===== config.mk =====
export PLATFORM = sky130hd
export DESIGN_NAME = fsqrt_issue_flat
export DESIGN_NICKNAME = d
export VERILOG_FILES = /design/src/rtl/fsqrt_issue_if.sv /design/src/rtl/fsqrt_issue.sv /design/src/flat_wrapper.sv
export SDC_FILE = /design/constraint.sdc
export NUM_CORES = 1
export LEC_CHECK = 0
export BUFFER_PORTS_ARGS = -buffer_cell sky130_fd_sc_hd__buf_2
export CAP_MARGIN = 20
export CORE_MARGIN = 8
export CORE_UTILIZATION = 45
export DETAILED_ROUTE_END_ITERATION = 6
export PLACE_DENSITY = 0.76
export SETUP_SLACK_MARGIN = 0.3
export SYNTH_ARGS = -nofsm -noshare
export SYNTH_HDL_FRONTEND = slang
export SYNTH_SLANG_ARGS = --single-unit

===== constraint.sdc =====
create_clock -name clk -period 3.67 [get_ports clk]
set_input_delay 0.734 -clock clk [delete_from_list [all_inputs] [get_ports clk]]
set_output_delay 0.734 -clock clk [all_outputs]
set_load 0.01 [all_outputs]

===== src/rtl/fsqrt_issue_if.sv =====
// Request/response handshake bundle between FPU dispatch, the fsqrt issue
// front end and the result consumer.
interface fsqrt_issue_if #(
    parameter int TAG_W = 4
);
    logic             req_valid;
    logic             req_ready;
    logic [31:0]      req_op;
    logic [TAG_W-1:0] req_tag;
    logic             resp_valid;
    logic             resp_ready;
    logic [31:0]      resp_result;
    logic [TAG_W-1:0] resp_tag;

    modport master (
        output req_valid, req_op, req_tag, resp_ready,
        input  req_ready, resp_valid, resp_result, resp_tag
    );

    modport slave (
        input  req_valid, req_op, req_tag, resp_ready,
        output req_ready, resp_valid, resp_result, resp_tag
    );
endinterface


===== src/rtl/fsqrt_issue.sv =====
// Issue front end for the non-stallable pipelined fsqrt core: credit-gated
// request intake, fixed-latency tag tracking and a result FIFO for backpressure.
module fsqrt_issue #(
    parameter int LATENCY    = 2,
    parameter int FIFO_DEPTH = 4,
    parameter int TAG_W      = 4
) (
    input  logic         clk,
    input  logic         reset,
    fsqrt_issue_if.slave bus,
    output logic [31:0]  sq_op,
    input  logic [31:0]  sq_result,
    output logic         busy
);
    localparam int PTR_W = $clog2(FIFO_DEPTH);
    localparam int CNT_W = PTR_W + 1;
    localparam logic [CNT_W:0] CREDITS = (CNT_W + 1)'(FIFO_DEPTH);

    logic [CNT_W-1:0]   inflight;
    logic [CNT_W-1:0]   fifo_count;
    logic [CNT_W:0]     committed;
    logic [LATENCY-1:0] pipe_valid;
    logic [TAG_W-1:0]   pipe_tag [LATENCY];
    logic [31:0]        fifo_result [FIFO_DEPTH];
    logic [TAG_W-1:0]   fifo_tag [FIFO_DEPTH];
    logic [PTR_W-1:0]   wr_ptr;
    logic [PTR_W-1:0]   rd_ptr;
    logic               accept;
    logic               push;
    logic               pop;

    // Every op in flight or buffered holds a FIFO slot, so capture can never overflow
    assign committed       = {1'b0, inflight} + {1'b0, fifo_count};
    assign bus.req_ready   = reset && (committed < CREDITS);
    assign accept          = bus.req_valid && bus.req_ready;
    assign push            = pipe_valid[LATENCY-1];
    assign pop             = bus.resp_valid && bus.resp_ready;
    assign bus.resp_valid  = (fifo_count != '0);
    assign bus.resp_result = fifo_result[rd_ptr];
    assign bus.resp_tag    = fifo_tag[rd_ptr];
    assign busy            = (inflight != '0) || (fifo_count != '0);

    always_ff @(posedge clk or negedge reset) begin
        if (!reset) begin
            sq_op <= '0;
        end else if (accept) begin
            sq_op <= bus.req_op;
        end
    end

    // Shadow of the core pipeline: free-running, bubbles shift in as invalid
    always_ff @(posedge clk or negedge reset) begin
        if (!reset) begin
            pipe_valid <= '0;
            for (int i = 0; i < LATENCY; i++) begin
                pipe_tag[i] <= '0;
            end
        end else begin
            pipe_valid[0] <= accept;
            pipe_tag[0]   <= bus.req_tag;
            for (int i = 1; i < LATENCY; i++) begin
                pipe_valid[i] <= pipe_valid[i-1];
                pipe_tag[i]   <= pipe_tag[i-1];
            end
        end
    end

    always_ff @(posedge clk or negedge reset) begin
        if (!reset) begin
            inflight   <= '0;
            fifo_count <= '0;
            wr_ptr     <= '0;
            rd_ptr     <= '0;
        end else begin
            inflight   <= inflight + CNT_W'(accept) - CNT_W'(push);
            fifo_count <= fifo_count + CNT_W'(push) - CNT_W'(pop);
            if (push) begin
                wr_ptr <= wr_ptr + 1'b1;
            end
            if (pop) begin
                rd_ptr <= rd_ptr + 1'b1;
            end
        end
    end

    always_ff @(posedge clk) begin
        if (push) begin
            fifo_result[wr_ptr] <= sq_result;
            fifo_tag[wr_ptr]    <= pipe_tag[LATENCY-1];
        end
    end
endmodule


===== src/flat_wrapper.sv =====
// flat-port wrapper written by rule: the top's interface ports become plain ports
module fsqrt_issue_flat 
#(
    parameter int LATENCY    = 2,
    parameter int FIFO_DEPTH = 4,
    parameter int TAG_W      = 4
)
  (clk, reset, sq_op, sq_result, busy, bus_req_valid, bus_req_op, bus_req_tag, bus_resp_ready, bus_req_ready, bus_resp_valid, bus_resp_result, bus_resp_tag);
  fsqrt_issue_if #(.TAG_W(TAG_W)) bus_i ();
  input  logic clk;
  input  logic reset;
  output logic [31:0] sq_op;
  input  logic [31:0] sq_result;
  output logic busy;
  input wire logic [$bits(bus_i.req_valid)-1:0] bus_req_valid;
  input wire logic [$bits(bus_i.req_op)-1:0] bus_req_op;
  input wire logic [$bits(bus_i.req_tag)-1:0] bus_req_tag;
  input wire logic [$bits(bus_i.resp_ready)-1:0] bus_resp_ready;
  output wire logic [$bits(bus_i.req_ready)-1:0] bus_req_ready;
  output wire logic [$bits(bus_i.resp_valid)-1:0] bus_resp_valid;
  output wire logic [$bits(bus_i.resp_result)-1:0] bus_resp_result;
  output wire logic [$bits(bus_i.resp_tag)-1:0] bus_resp_tag;
  assign bus_i.req_valid = bus_req_valid;
  assign bus_i.req_op = bus_req_op;
  assign bus_i.req_tag = bus_req_tag;
  assign bus_i.resp_ready = bus_resp_ready;
  assign bus_req_ready = bus_i.req_ready;
  assign bus_resp_valid = bus_i.resp_valid;
  assign bus_resp_result = bus_i.resp_result;
  assign bus_resp_tag = bus_i.resp_tag;
  fsqrt_issue #(.LATENCY(LATENCY), .FIFO_DEPTH(FIFO_DEPTH), .TAG_W(TAG_W)) u_core (.clk(clk), .reset(reset), .bus(bus_i), .sq_op(sq_op), .sq_result(sq_result), .busy(busy));
endmodule

==> flow_summary.json <==
{
  "syn_inst": 320,
  "rsz0062_at_grt": "false",
  "ys_types": 24,
  "fin_nets": 556,
  "grt_pass1_wl_um": 21500,
  "cp-startpoint": "u_core.rd_ptr[0]",
  "power_density_mw_per_mm2": 778,
  "hold_violations": 0,
  "rows": 46,
  "die_h_um": 144,
  "grt_usage": 0.139,
  "max_freq_ghz": 0.348,
  "ff2ff_setup_slack_ps": 1040,
  "clock_latency_ps": 410,
  "drt_first_pass_iters": 4,
  "core_mm2": 0.0159,
  "m1WireLength_um": 5640,
  "cp_data_arrival_time_ps": 2140,
  "htreeDepth": 4,
  "root_buffer": "clkbuf_16",
  "tightest_slew_ps": 1020,
  "ff2ff_path_depth": 9,
  "final_cell_mix": "edfxtp_1, buf_2, dfrtp_1, mux4_2, mux2_4",
  "min_period_ps": 2880,
  "dr_wl_met2_um": 6650,
  "ys_warn_count": 0,
  "seqCellArea_mm2": 0.00563,
  "cts_buffer_depth": 2,
  "cp_num_cells": 3,
  "critPathMaxFanout": 24,
  "hold_path_class": "flip-flop to flip-flop",
  "path_buf_inv": 2,
  "die-area_mm2": 0.0207,
  "cap_violations": 0,
  "portBuffers": 142,
  "r2r-end": "u_core.inflight[2]",
  "slowest_delay_ps": 680,
  "finish.utilization": 0.558,
  "cts_hold_buf": 0,
  "yosys_register_bits": 196,
  "multi_input_area_mm2": 0.00160,
  "antenna_found_initial": 0,
  "remaining_drc_errors": 0,
  "cts.sinks": 196,
  "place_inst": 669,
  "avgRoutedWirePerCell_um": 19.4,
  "place.gp.congestion": 0.717,
  "endpoint": "bus_resp_result[26]",
  "drive_above_1_share": 0.513,
  "slowest_stage": "dfrtp_2",
  "drtIter0Drc": 122,
  "synth_area_per_cell_um2": 23.0,
  "grt_max_degree": 53,
  "worst_slack_ps": 795,
  "path_clk_slew_ps": 70,
  "cts_resized": 0,
  "area_growth_pct": 20.7,
  "status": "completed",
  "path_class": "flip-flop to primary output",
  "start_kind": "flip-flop",
  "cts_setup_buffers": 0,
  "slew_viol_final": 0,
  "r2r-start": "u_core.inflight[2]",
  "syn_area_mm2": 0.00737,
  "die_w_um": 144,
  "grt_overflow": 0,
  "vdd_ir_drop_max_uv": 404,
  "pre_cts_ws_ps": 958,
  "grt_pass1_vias": 4014,
  "start_util": 0.462,
  "slew_headroom": 0.323,
  "crit_family": "flip-flops",
  "numCtsBuffers": 17,
  "fillers": 1237,
  "synth_fp_nets": 404,
  "cts_tree": "done",
  "period_share": 0.784,
  "p_leak_nw": 3.52,
  "cp-end-kind": "primary output",
  "setup_tns_ps": 0,
  "final_common_cell": "edfxtp_1",
  "pin_count": 143,
  "instances_no_fill": 702,
  "finClkSkew_ps": 6.58,
  "finalSetupViolations": 0,
  "routed_wl_um": 13600,
  "worstPathCellList": "buf_12, mux4_2, buf_2",
  "postRouteAntennaNets": 0,
  "routed_via_density": 5.07,
  "hpwl_um": 8770,
  "num_vias": 3559,
  "worstPathRequired_ps": 2940,
  "synth_seq_area_share": 0.764,
  "highest_layer": "met4",
  "dr_wl_met3_um": 1210
}
==> cells in the mapped netlist (all sizes together) <==
master / instances / area share
xnor2: 5 / 0.0059
buf: 10 / 0.013
edfxtp: 144 / 0.59
dfrtp: 52 / 0.18
mux4: 36 / 0.11
and2: 5 / 0.0042
xor2: 2 / 0.0024
or4: 1 / 0.0010
fa: 2 / 0.0054
ha: 10 / 0.017
or4b: 1 / 0.0014
o21ai: 1 / 0.00068
a311o: 1 / 0.0014
clkbuf: 2 / 0.0010
nand2: 1 / 0.00051
or3: 1 / 0.00085
a31oi: 1 / 0.00085
mux2: 32 / 0.064
inv: 12 / 0.0061
nand3: 1 / 0.00068
==> report_power, final <==
group	leakage [nW]	switching, mW	total (mW)	internal, mW
logic	1.31	0.871	1.97	1.10
clock network	0.294	0.780	1.87	1.09
registers	1.92	0.322	3.09	2.76
==> metal layers <==
layer	vias to the layer above	GRT usage
met5	-	0
li1	1566	-
met2	140	0.225
met1	1841	0.167
met3	12	0.0567
met4	0	0.0454
==> sequential cells by signal (all words and copies together) (netlist names) <==
name,count
u_core.fifo_result,128
u_core.wr_ptr,2
u_core.rd_ptr,2
u_core.inflight,3
u_core.fifo_tag,16
u_core.sq_op,32
u_core.pipe_valid,2
u_core.fifo_count,3
u_core.pipe_tag,8
==> final cells by class <==
| class | count | area share |
|---|---|---|
| Timing Repair Buffer | 145 | 0.0838 |
| Clock buffer | 19 | 0.0487 |
| Antenna cell | 1 | 0.000281 |
| Multi-Input combinational cell | 100 | 0.180 |
| Clock inverter | 13 | 0.0194 |
| Sequential cell | 196 | 0.633 |
| Tap cell | 216 | 0.0304 |
| Inverter | 12 | 0.00506 |
==> cell families (layout without fill, tap and decap cells) <==
kind of cell | after synthesis | count (layout) | share of synthesized area
and+or+nand+nor | 10 | 10 | 0.00866
DFF | 196 | 196 | 0.764
xor gates and xnor gates | 7 | 7 | 0.00832
muxes | 68 | 68 | 0.174
adders and majority gates | 12 | 12 | 0.0224
other | 0 | 1 | 0
AOI/OAI and AO/OA | 3 | 3 | 0.00289
buffers and inverters | 24 | 189 | 0.0204
==> stage by stage <==
stage / total power, mW / hold slack, ps / instance area, um2
2_1_floorplan: 4.40 / 331 / 7370
3_3_place_gp: 5.08 / 334 / 8290
3_5_place_dp: 5.15 / 342 / 8290
4_1_cts: 7.03 / 357 / 8890
5_1_grt: 7.28 / 362 / 8890
6_report: 6.92 / 354 / 8890
==> worst min path at each step <==
stage | start | endpoint | slack (ps) | depth (start not counted)
floorplan | u_core.pipe_tag[4] | u_core.pipe_tag[0] | 330 | 0
detailed placement | u_core.pipe_tag[7] | u_core.pipe_tag[3] | 340 | 0
global route | u_core.pipe_tag[7] | u_core.pipe_tag[3] | 360 | 0
CTS | u_core.pipe_tag[7] | u_core.pipe_tag[3] | 360 | 0
global placement | u_core.pipe_tag[7] | u_core.pipe_tag[3] | 330 | 0
finish | u_core.pipe_tag[7] | u_core.pipe_tag[3] | 350 | 0
(Power assumes the default switching activity.)
